**src/rtl/dead_time_nleg_if.sv**
```systemverilog
// Gate-request / gate-drive bundle for the N-leg dead-time generator.
// The master drives requests and configuration; the slave returns the gate drives and status.
interface dead_time_nleg_if #(
  parameter int N_LEG = 2,
  parameter int DT_W  = 8
);
  logic               i_enable;
  logic [2*N_LEG-1:0] i_signal;
  logic [DT_W-1:0]    i_deadtime;
  logic               i_fault_clr;
  logic [2*N_LEG-1:0] o_signal;
  logic [N_LEG-1:0]   o_dead;
  logic [N_LEG-1:0]   o_fault;

  modport master (
    output i_enable, i_signal, i_deadtime, i_fault_clr,
    input  o_signal, o_dead, o_fault
  );

  modport slave (
    input  i_enable, i_signal, i_deadtime, i_fault_clr,
    output o_signal, o_dead, o_fault
  );
endinterface

```
**src/rtl/dead_time_nleg.sv**
```systemverilog
// N-leg dead-time generator with shoot-through interlock and sticky fault per leg.
// Optional DT_GLOBAL_TRIP_EN: an illegal request on any leg trips and holds every leg.
module dead_time_nleg #(
  parameter int N_LEG = 2,
  parameter int DT_W  = 8
) (
  input logic             i_clock,
  input logic             reset,
  dead_time_nleg_if.slave bus
);

  typedef enum logic [1:0] {ST_OFF, ST_HI_ON, ST_LO_ON, ST_DEAD} state_t;

  state_t             state_q [N_LEG];
  state_t             state_d [N_LEG];
  logic [DT_W-1:0]    cnt_q   [N_LEG];
  logic [DT_W-1:0]    cnt_d   [N_LEG];
  logic [N_LEG-1:0]   target_q, target_d;
  logic [N_LEG-1:0]   fault_q, fault_d;
  logic [N_LEG-1:0]   req_hi, req_lo, req_ill;
  logic [N_LEG-1:0]   trip, clr_ok;
  logic [2*N_LEG-1:0] gate_q, gate_d;
  logic [N_LEG-1:0]   dead_q, dead_d;
  logic [DT_W-1:0]    dt_load;

  always_comb begin
    req_hi  = '0;
    req_lo  = '0;
    req_ill = '0;
    for (int k = 0; k < N_LEG; k++) begin
      req_hi[k]  =  bus.i_signal[2*k] & ~bus.i_signal[2*k+1];
      req_lo[k]  = ~bus.i_signal[2*k] &  bus.i_signal[2*k+1];
      req_ill[k] =  bus.i_signal[2*k] &  bus.i_signal[2*k+1];
    end
  end

`ifdef DT_GLOBAL_TRIP_EN
  assign trip   = {N_LEG{|req_ill}};
  assign clr_ok = {N_LEG{bus.i_fault_clr & ~(|req_ill)}};
`else
  assign trip   = req_ill;
  assign clr_ok = {N_LEG{bus.i_fault_clr}} & ~req_ill;
`endif

  // A zero dead time still costs one cycle, so the load value saturates at 0.
  assign dt_load = (bus.i_deadtime == '0) ? '0 : bus.i_deadtime - DT_W'(1);

  always_comb begin
    target_d = target_q;
    fault_d  = fault_q;
    gate_d   = '0;
    dead_d   = '0;
    for (int k = 0; k < N_LEG; k++) begin
      state_d[k] = state_q[k];
      cnt_d[k]   = cnt_q[k];

      if (trip[k]) begin
        fault_d[k] = 1'b1;
      end else if (fault_q[k] && clr_ok[k]) begin
        fault_d[k] = 1'b0;
      end

      // A faulted leg stays OFF for the clearing edge too and resumes on the next one.
      if (!bus.i_enable || trip[k] || fault_q[k]) begin
        state_d[k] = ST_OFF;
        cnt_d[k]   = '0;
      end else begin
        case (state_q[k])
          ST_OFF, ST_HI_ON, ST_LO_ON: begin
            if (req_hi[k] && state_q[k] != ST_HI_ON) begin
              state_d[k]  = ST_DEAD;
              cnt_d[k]    = dt_load;
              target_d[k] = 1'b1;
            end else if (req_lo[k] && state_q[k] != ST_LO_ON) begin
              state_d[k]  = ST_DEAD;
              cnt_d[k]    = dt_load;
              target_d[k] = 1'b0;
            end else if (!req_hi[k] && !req_lo[k]) begin
              state_d[k] = ST_OFF;
            end
          end
          ST_DEAD: begin
            if (req_hi[k]) begin
              target_d[k] = 1'b1;
            end else if (req_lo[k]) begin
              target_d[k] = 1'b0;
            end
            if (cnt_q[k] != '0) begin
              cnt_d[k] = cnt_q[k] - DT_W'(1);
            end else if (req_hi[k]) begin
              state_d[k] = ST_HI_ON;
            end else if (req_lo[k]) begin
              state_d[k] = ST_LO_ON;
            end else begin
              state_d[k] = ST_OFF;
            end
          end
          default: state_d[k] = ST_OFF;
        endcase
      end

      gate_d[2*k]   = (state_d[k] == ST_HI_ON);
      gate_d[2*k+1] = (state_d[k] == ST_LO_ON);
      dead_d[k]     = (state_d[k] == ST_DEAD);
    end
  end

  always_ff @(posedge i_clock or negedge reset) begin
    if (!reset) begin
      for (int k = 0; k < N_LEG; k++) begin
        state_q[k] <= ST_OFF;
        cnt_q[k]   <= '0;
      end
      target_q <= '0;
      fault_q  <= '0;
      gate_q   <= '0;
      dead_q   <= '0;
    end else begin
      for (int k = 0; k < N_LEG; k++) begin
        state_q[k] <= state_d[k];
        cnt_q[k]   <= cnt_d[k];
      end
      target_q <= target_d;
      fault_q  <= fault_d;
      gate_q   <= gate_d;
      dead_q   <= dead_d;
    end
  end

  assign bus.o_signal = gate_q;
  assign bus.o_dead   = dead_q;
  assign bus.o_fault  = fault_q;

endmodule

```
**src/flat_wrapper.sv**
```systemverilog
// flat-port wrapper written by rule: the top's interface ports become plain ports
module dead_time_nleg_flat 
#(
  parameter int N_LEG = 2,
  parameter int DT_W  = 8
)
  (i_clock, reset, bus_i_enable, bus_i_signal, bus_i_deadtime, bus_i_fault_clr, bus_o_signal, bus_o_dead, bus_o_fault);
  dead_time_nleg_if #(.N_LEG(N_LEG), .DT_W(DT_W)) bus_i ();
  input logic i_clock;
  input logic reset;
  input wire logic [$bits(bus_i.i_enable)-1:0] bus_i_enable;
  input wire logic [$bits(bus_i.i_signal)-1:0] bus_i_signal;
  input wire logic [$bits(bus_i.i_deadtime)-1:0] bus_i_deadtime;
  input wire logic [$bits(bus_i.i_fault_clr)-1:0] bus_i_fault_clr;
  output wire logic [$bits(bus_i.o_signal)-1:0] bus_o_signal;
  output wire logic [$bits(bus_i.o_dead)-1:0] bus_o_dead;
  output wire logic [$bits(bus_i.o_fault)-1:0] bus_o_fault;
  assign bus_i.i_enable = bus_i_enable;
  assign bus_i.i_signal = bus_i_signal;
  assign bus_i.i_deadtime = bus_i_deadtime;
  assign bus_i.i_fault_clr = bus_i_fault_clr;
  assign bus_o_signal = bus_i.o_signal;
  assign bus_o_dead = bus_i.o_dead;
  assign bus_o_fault = bus_i.o_fault;
  dead_time_nleg #(.N_LEG(N_LEG), .DT_W(DT_W)) u_core (.i_clock(i_clock), .reset(reset), .bus(bus_i));
endmodule
```
**config.mk**
```make
export PLATFORM = sky130hd
export DESIGN_NAME = dead_time_nleg_flat
export DESIGN_NICKNAME = d
export VERILOG_FILES = /design/src/rtl/dead_time_nleg_if.sv /design/src/rtl/dead_time_nleg.sv /design/src/flat_wrapper.sv
export SDC_FILE = /design/constraint.sdc
export NUM_CORES = 1
export LEC_CHECK = 0
export BUFFER_PORTS_ARGS = -buffer_cell sky130_fd_sc_hd__buf_2
export CELL_PAD_IN_SITES_DETAIL_PLACEMENT = 1
export CELL_PAD_IN_SITES_GLOBAL_PLACEMENT = 1
export CORE_AREA = 2 2 88 56
export DETAILED_ROUTE_END_ITERATION = 16
export DIE_AREA = 0 0 90 58
export GPL_TIMING_DRIVEN = 0
export PLACE_DENSITY_LB_ADDON = 0.15
export SYNTH_ARGS = -nofsm -noshare
export SYNTH_HDL_FRONTEND = slang
export SYNTH_SLANG_ARGS = --single-unit
```
**constraint.sdc**
```tcl
create_clock -name i_clock -period 2.25 [get_ports i_clock]
set_input_delay 0.225 -clock i_clock [delete_from_list [all_inputs] [get_ports i_clock]]
set_output_delay 0.225 -clock i_clock [all_outputs]
set_load 0.03 [all_outputs]
```
==> results.sh, run 1 <==
export IMPL_outcome="complete, no violations"
export IMPL_path_class="flop to flop"
export IMPL_routed_wl_mm=5.18
export IMPL_leakage_uw=0.00102
export IMPL_ys_top_cells_by_count="36 x nor2_1, 28 x dfrtp_1, 21 x inv_1, 18 x a21oi_1, 12 x ha_1"
export IMPL_stdcell_count=314
export IMPL_clk_pin_slew_ns=0.11
export IMPL_synth_edf_count=0
export IMPL_synthArstFlopShare_pct=100
export IMPL_antenna_left=0
export IMPL_yosysTopAreaCell="dfrtp_1"
export IMPL_slew_limit_headroom_pct=55.5
export IMPL_path_buf_inv=2
export IMPL_viasPerCell=5.52
export IMPL_cp_max_fo=5
export IMPL_crit_path_top_delay_cell="or3b_4"
export IMPL_finalNetCount=280
export IMPL_syn_nets=250
export IMPL_cp_start_kind="flop"
export IMPL_grt_pass1_vias=1702
export IMPL_dp_hpwl_mm=3.97
export IMPL_drv_cap=0
export IMPL_track_usage_pct=21.2
export IMPL_synth_cell_types=42
export IMPL_grt_use_met1_pct=33.1
export IMPL_cts_tree="yes"
export IMPL_synth_seq_area_share_pct=37.6
export IMPL_design_die_area_mm2=0.00522
export IMPL_p_per_area_mw_per_mm2=569
export IMPL_grt_overflow=0
export IMPL_worstPathCellList="inv_1 > ha_1 > or3b_4 > nand4b_1 > buf_4 > and2_1 > o21ai_0 > a21oi_1"
export IMPL_ys_seq_elements=28
export IMPL_grt_busiest_layer="met1"
export IMPL_grt_max_degree=29
export IMPL_ys_flop_type="dfrtp_1"
export IMPL_die_x_um=90
export IMPL_met3_usage_pct=4.03
export IMPL_avgSynthCellArea_um2=8.39
export IMPL_rsz0062_at_grt="no"
export IMPL_r2r_start="u_core.cnt_q[0]"
export IMPL_netlist_area_leader_share_pct=37.6
export IMPL_hold_ws_ns=0.222
export IMPL_synth_most_common_cell="nor2_1"
export IMPL_crit_path_end_kind="flop"
export IMPL_antenna_found_initial=0
export IMPL_clock_sinks=28
export IMPL_cts_max_level=1
export IMPL_portBuffers=23
export IMPL_startpoint="u_core.cnt_q[0]"
export IMPL_synthCells=222
export IMPL_rows=19
export IMPL_p_total_uw=1230
export IMPL_clockRootBuffer="clkbuf_8"
export IMPL_layout_min_cycle_time_ns=2.09
export IMPL_tightest_slew_ns=0.668
export IMPL_skew_ns=0.00573
export IMPL_drive_gt1_share_pct=15.1
export IMPL_vias=1734
export IMPL_hp_class="input port to flop"
export IMPL_drt_wirelength_per_cell_um=16.5
export IMPL_drtIter0Drc=70
export IMPL_insertion_delay_ns=0.29
export IMPL_yosys_top_cells_area="dfrtp_1 38%, ha_1 8.1%, nor2_1 7.3%"
export IMPL_reg2reg_slack_ns=0.16
export IMPL_drtPass1Iterations=4
export IMPL_cp_arrival_ns=2.27
export IMPL_setup_viol=0
export IMPL_placedCellCount=308
export IMPL_vdd_drop_max_mv=0.282
export IMPL_antenna_cells=0
export IMPL_cpPeakStageDelay_ns=0.42
export IMPL_fmax_ghz=0.479
export IMPL_ys_warn_count=0
export IMPL_min_from="bus_i_fault_clr"
export IMPL_cpLargestDelayFamily="simple AND/OR/NAND/NOR gates"
export IMPL_maxSlewViolCount=0
export IMPL_grt_pass1_wl_mm=8.70
export IMPL_use_met2_pct=31.0
export IMPL_syn_area_mm2=0.00186
export IMPL_clk_path_buf_depth=2
export IMPL_ios=24
export IMPL_syn2layout_area_growth_pct=16.4
export IMPL_cts_buffers=3
export IMPL_drc=0
export IMPL_post_route_period_util_pct=92.8
export IMPL_start_util_pct=42.1
export IMPL_fp_dieH_um=58
export IMPL_core_mm2=0.00442
export IMPL_critPathRequiredTime_ns=2.43
export IMPL_hold_violations=0
export IMPL_routabilityCongestion=0.818
[metrics by stage]
stage          setup TNS, ns  setup slack (ns)  util (%)  cell area [µm²]
3_5_place_dp          -0.105           -0.0415      46.5             2060
4_1_cts              -0.0692           -0.0349      48.4             2140
5_1_grt                    0           0.00833      49.0             2170
6_report                   0             0.163      49.0             2170
3_3_place_gp         -0.0128           -0.0128      46.5             2060
2_1_floorplan              0             0.292         -             1860
[sequential cells by signal, summed over array words and instances (netlist names)]
register	flops
u_core.bus.o_dead	2
u_core.state_q	4
u_core.bus.o_fault	2
u_core.bus.o_signal	4
u_core.cnt_q	16
[routing by layer]
| layer | wire (µm) | vias up |
|---|---|---|
| met5 | 0 | - |
| met4 | 27 | 0 |
| met3 | 267 | 4 |
| met2 | 2020 | 42 |
| met1 | 2870 | 821 |
| li1 | - | 867 |
[layout by cell type, fill, tap and decap left out, types with 6 or more instances in the layout]
cell	n
nor2_1	36
dfrtp_1	28
buf_2	24
inv_1	21
a21oi_1	18
ha_1	12
o21ai_0	11
nand2_1	10
and2_1	6
nand3_1	6
[tightest hold or removal path: stages]
cell and delay (ns):
buf_2 0.09, inv_1 0.06, a21o_1 0.10
[final cells by class]
class	count	area [µm²]
fill	560	2250
multi-input combinational	168	1080
sequential	28	701
timing repair buffer	25	133
inverter	21	78.8
tap	63	78.8
clock buffer	3	41.3
clock inverter	1	30.0
buffer	5	20.0
[power breakdown]
| group | leakage, µW | switching, µW | total (µW) | internal [µW] |
|---|---|---|---|---|
| registers | 0.000381 | 20.3 | 548 | 528 |
| logic | 0.000607 | 173 | 272 | 98.3 |
| clock network | 0.0000357 | 176 | 415 | 239 |
| total | 0.00102 | 369 | 1230 | 865 |
[kinds of logic after synthesis]
family	Yosys count	synth area share (%)
mux	3	1.61
fa+ha+maj	12	8.06
xor+xnor	1	0.471
flops	28	37.6
compound gates	66	23.9
simple gates	86	23.1
buf+inv	26	5.31
[path summary, 6_finish.rpt]
path,endpoint,cells past startpoint
worst max-delay path,u_core.cnt_q[1],8
worst min-delay path,u_core.bus.o_fault[1],3
worst max register to register,u_core.cnt_q[1],8
worst min register to register,u_core.bus.o_fault[0],1
max in group asynchronous,u_core.state_q[2],2
min in group asynchronous,u_core.cnt_q[7],2
[repair_timing]
item | in CTS | in global routing
setup buffers | 0 | 1
hold buffers | 1 | 0
pin swaps | 0 | 0
cloned | 0 | 0
gates resized for setup | 1 | 4
hold endpoints to repair | 28 | 0
endpoints found under the setup margin | 7 | 20
Power figures use the tool's default switching activity.
==> inputs of run 2 (changes only) <==
CORE_AREA = 2 2 66 75   (was 2 2 88 56)
DIE_AREA = 0 0 68 77   (was 0 0 90 58)
PLACE_DENSITY = 0.79   (was default)
PLACE_DENSITY_LB_ADDON = default   (was 0.15)
==> run 2 against run 1 <==
  * Power shrank 7.9%
  * Sequential power barely moved
  * Hold slack gained 0.011 ns
  * Largest cell class unchanged
  * Largest power group unchanged
==> results.sh, run 2 (synthesis results as in run 1) <==
export IMPL_outcome="complete, no violations"
export IMPL_maxSlewViolCount=0
export IMPL_layout_common_cells="36 x nor2_1, 28 x dfrtp_1, 24 x buf_2"
export IMPL_vias=1751
export IMPL_rsz0062_at_grt="no"
export IMPL_antenna_found_initial=0
export IMPL_die_x_um=68
export IMPL_cts_max_level=1
export IMPL_r2r_cells=8
export IMPL_cts_tree="yes"
export IMPL_ff_latch_area_um2=701
export IMPL_ios=24
export IMPL_rows=26
export IMPL_insertion_delay_ns=0.28
export IMPL_drive_gt1_share_pct=14.7
export IMPL_drtPass1Iterations=4
export IMPL_design_die_area_mm2=0.00524
export IMPL_clk_path_buf_depth=2
export IMPL_drv_cap=0
export IMPL_antenna_left=0
export IMPL_setup_viol=0
export IMPL_routed_wl_mm=4.86
export IMPL_largest_register="u_core.cnt_q"
export IMPL_fp_dieH_um=77
export IMPL_multi_input_area_mm2=0.00108
export IMPL_p_per_area_mw_per_mm2=533
export IMPL_cts_buffers=3
export IMPL_dp_hpwl_mm=3.82
export IMPL_cp_arrival_ns=2.29
export IMPL_cp_start_kind="flop"
export IMPL_tightest_slew_ns=0.646
export IMPL_viasPerCell=5.70
export IMPL_fmax_ghz=0.474
export IMPL_finalNetCount=280
export IMPL_hold_violations=0
export IMPL_drc=0
export IMPL_start_util_pct=41.5
export IMPL_crit_path_end_kind="flop"
export IMPL_drtIter0Drc=91
export IMPL_skew_ns=0.00272
export IMPL_clock_sinks=28
export IMPL_portBuffers=23
export IMPL_drt_wirelength_per_cell_um=15.8
export IMPL_grt_overflow=0
export IMPL_reg2reg_slack_ns=0.14
export IMPL_grt_max_degree=29
export IMPL_routabilityCongestion=0.820
export IMPL_leakage_uw=0.00101
export IMPL_grt_pass1_wl_mm=7.90
export IMPL_path_class="flop to flop"
export IMPL_clk_pin_slew_ns=0.10
export IMPL_clockRootBuffer="clkbuf_8"
export IMPL_hp_class="input port to flop"
export IMPL_antenna_cells=0
export IMPL_whs_path_depth=3
export IMPL_slew_limit_headroom_pct=56.9
export IMPL_vdd_drop_max_mv=0.221
export IMPL_critPathRequiredTime_ns=2.43
export IMPL_post_route_period_util_pct=93.7
export IMPL_syn2layout_area_growth_pct=14.7
export IMPL_hold_ws_ns=0.233
export IMPL_fin_setup_tns_ns=0
export IMPL_final_common_cell="nor2_1"
export IMPL_core_mm2=0.00449
export IMPL_largest_register_ff_count=16
export IMPL_cp_max_fo=6
export IMPL_p_total_uw=1140
export IMPL_track_usage_pct=19.4
export IMPL_grt_pass1_vias=1766
export IMPL_nFillCells=566
export IMPL_layout_min_cycle_time_ns=2.11
run 2: changes by cell type in the layout (fill, tap and decap cells not counted):
cell,delta
clkbuf_8,+1
nor3b_1,+1
bufinv_16,-1
nor3b_2,-1
or3b_2,+1
or3b_4,-1
run 2: worst max-delay path: stages, from the launching register on:
cell and delay (ns):
dfrtp_1 0.39, inv_1 0.11, ha_1 0.20, or3b_2 0.52, nand4b_1 0.20, buf_4 0.18
and2_1 0.18, o21ai_0 0.17, a21oi_1 0.06
run 2: worst paths after layout:
path	end	startpoint
worst max-delay path	u_core.cnt_q[1]	u_core.cnt_q[0]
worst min register to register	u_core.bus.o_fault[1]	u_core.bus.o_fault[1]
min in group asynchronous	u_core.cnt_q[1]	reset
worst max register to register	u_core.cnt_q[1]	u_core.cnt_q[0]
worst min-delay path	u_core.bus.o_fault[0]	bus_i_fault_clr
max in group asynchronous	u_core.bus.o_dead[0]	reset
run 2: layer usage:
layer,vias to the layer above,share of wire (%),global-route usage [%]
met4,0,1.8,6.80
met3,9,1.6,2.05
met1,860,44,22.3
met5,-,0,0
met2,19,52,35.5
li1,863,-,-
run 2: cell type report:
class                      count  share of cell area [%]
buffer                         5                   0.938
clock buffer                   4                    2.58
inverter                      21                    3.69
multi-input combinational    168                    50.5
sequential                    28                    32.8
tap                           56                    3.28
timing repair buffer          25                    6.21
run 2: per-stage QoR:
stage               setup WS, ns  cells  instance area (µm²)  util (%)
global placement        -0.00134    301                 2050      45.6
global route             0.00668    307                 2130      47.5
floorplan                  0.292    222                 1860         -
CTS                      -0.0211    306                 2110      47.0
finish                     0.141    307                 2130      47.5
detailed placement      -0.00716    301                 2050      45.6
run 2: power breakdown:
group / switching (µW) / internal [µW] / leakage (µW)
Clock: 170 / 157 / 0.0000288
Sequential: 19.8 / 528 / 0.000381
Combinational: 167 / 95.7 / 0.000604
Total: 357 / 781 / 0.00101
run 2: timing repair:
action / CTS / global route
setup endpoints to repair: 2 / 12
resized for setup: 0 / 3
pin swaps: 0 / 0
buffers inserted: 0 / 1
hold buffers: 1 / 0
endpoints found under the hold margin: 28 / 0
==> inputs of run 3 (changes only) <==
ABC_CLOCK_PERIOD_IN_PS = 2650   (was default)
CORE_AREA = 2 2 64 72   (was 2 2 66 75)
DIE_AREA = 0 0 66 74   (was 0 0 68 77)
PLACE_DENSITY = 0.84   (was 0.79)
clock period = 2.65 ns   (was 2.25 ns; I/O delays follow)
==> run 3 against run 2 <==
  * The flow now finishes with violations (hold timing)
  * Worst setup slack improved by 0.25 ns
  * First-iteration DRC count fell by 2.2%
  * Register-to-register slack improved by 0.25 ns
  * Largest cell class unchanged
==> results.sh, run 3 (synthesis results as in run 1) <==
export IMPL_antenna_cells=0
export IMPL_dp_hpwl_mm=3.80
export IMPL_power_frac_seq_pct=44.8
export IMPL_finalNetCount=278
export IMPL_drc=0
export IMPL_outcome="finished, violations left"
export IMPL_path_class="flop to flop"
export IMPL_hold_ws_ns=-0.00219
export IMPL_viasPerCell=5.79
export IMPL_grt_pass1_vias=1872
export IMPL_core_mm2=0.00419
export IMPL_clk_pin_slew_ns=0.10
export IMPL_critPathRequiredTime_ns=2.83
export IMPL_fmax_ghz=0.442
export IMPL_ctsHoldBuffers=0
export IMPL_clockRootBuffer="clkbuf_8"
export IMPL_layout_common_cells="36 x nor2_1, 28 x dfrtp_1, 24 x buf_2"
export IMPL_fin_setup_tns_ns=0
export IMPL_r2r_cells=7
export IMPL_cts_buffers=3
export IMPL_antenna_left=0
export IMPL_routed_wl_mm=4.95
export IMPL_wl_met1_mm=2.20
export IMPL_final_area_mm2=0.00212
export IMPL_slew_limit_headroom_pct=55.5
export IMPL_p_per_area_mw_per_mm2=490
export IMPL_fp_dieH_um=74
export IMPL_drtIter0Drc=89
export IMPL_syn2layout_area_growth_pct=13.6
export IMPL_design_die_area_mm2=0.00488
export IMPL_drt_wirelength_per_cell_um=16.3
export IMPL_routabilityCongestion=0.922
export IMPL_vdd_drop_max_mv=0.193
export IMPL_rsz0062_at_grt="no"
export IMPL_power_net_switching_uw=307
export IMPL_wl_met3_um=148
export IMPL_final_common_cell="nor2_1"
export IMPL_largest_register_ff_count=16
export IMPL_cts_max_level=1
export IMPL_cp_start_kind="flop"
export IMPL_leakage_uw=0.00101
export IMPL_pwr_share_clk_pct=34.0
export IMPL_ctsResizeCount=0
export IMPL_p_int_uw=730
export IMPL_met2_length_mm=2.52
export IMPL_reg2reg_slack_ns=0.39
export IMPL_post_route_period_util_pct=85.4
export IMPL_insertion_delay_ns=0.29
export IMPL_skew_ns=0.00227
export IMPL_post_cts_buffers=0
export IMPL_crit_path_end_kind="flop"
export IMPL_layout_min_cycle_time_ns=2.26
export IMPL_antenna_found_initial=0
export IMPL_ios=24
export IMPL_hold_violations=4
export IMPL_grt_overflow=0
export IMPL_cts_tree="yes"
export IMPL_hp_class="input port to async pin"
export IMPL_drtPass1Iterations=4
export IMPL_portBuffers=23
export IMPL_cp_arrival_ns=2.45
export IMPL_place_area_mm2=0.00204
export IMPL_clk_path_buf_depth=2
export IMPL_drv_cap=0
export IMPL_r2r_end="u_core.cnt_q[7]"
export IMPL_routed_top_layer="met4"
export IMPL_tightest_slew_ns=0.667
export IMPL_start_util_pct=44.4
export IMPL_power_frac_comb_pct=21.2
export IMPL_grt_max_degree=29
export IMPL_switching_share_pct=29.6
export IMPL_grt_pass1_wl_mm=8.67
export IMPL_r2r_start="u_core.cnt_q[0]"
export IMPL_die_x_um=66
export IMPL_track_usage_pct=22.9
export IMPL_setup_viol=0
export IMPL_drive_gt1_share_pct=13.3
export IMPL_largest_register="u_core.cnt_q"
export IMPL_vias=1753
export IMPL_rows=25
export IMPL_cp_max_fo=8
export IMPL_maxSlewViolCount=0
export IMPL_clock_sinks=28
export IMPL_violations="hold timing"
[run 3: cell type report]
class	instances	area, µm²
inverter	21	78.8
clock inverter	1	30.0
timing repair buffer	23	115
multi-input combinational	168	1060
fill	530	2080
clock buffer	3	41.3
buffer	5	20.0
tap	54	67.6
sequential	28	701
[run 3: metrics by stage]
stage / utilization [%] / setup WS (ns) / instances / power [µW]
4_1_cts: 50.5 / 0.395 / 303 / 1040
5_1_grt: 50.5 / 0.170 / 303 / 1090
2_1_floorplan: - / 0.692 / 222 / 615
3_3_place_gp: 48.8 / 0.405 / 299 / 685
3_5_place_dp: 48.8 / 0.409 / 299 / 691
6_report: 50.5 / 0.386 / 303 / 1040
[run 3: critical path, cell delays in order (launching register included)]
cell	delay, ns
dfrtp_1	0.39
inv_1	0.11
ha_1	0.19
or3b_2	0.52
nand4b_1	0.35
nand2_1	0.30
nor2_1	0.08
a32o_1	0.22
[run 3: worst max path at each step]
stage	startpoint	endpoint	slack, ns
2_1_floorplan	u_core.cnt_q[0]	u_core.cnt_q[7]	0.69
3_3_place_gp	u_core.cnt_q[0]	u_core.cnt_q[7]	0.41
3_5_place_dp	u_core.cnt_q[0]	u_core.cnt_q[7]	0.41
4_1_cts	u_core.cnt_q[0]	u_core.cnt_q[7]	0.39
5_1_grt	u_core.cnt_q[0]	u_core.cnt_q[6]	0.17
6_report	u_core.cnt_q[0]	u_core.cnt_q[7]	0.39
[run 3: layer usage]
metal  vias to the layer above  GRT usage, %
met1                       860          28.7
met3                         7          2.42
met4                         0          7.71
met2                        26          41.2
li1                        860             -
met5                         -             0
[run 3: power groups by stage]
stage	Clock, µW	Sequential (µW)	Combinational (µW)
floorplan	0	483	132
global placement	0	472	213
detailed placement	0	473	218
CTS	360	464	221
global route	375	468	250
finish	352	464	220
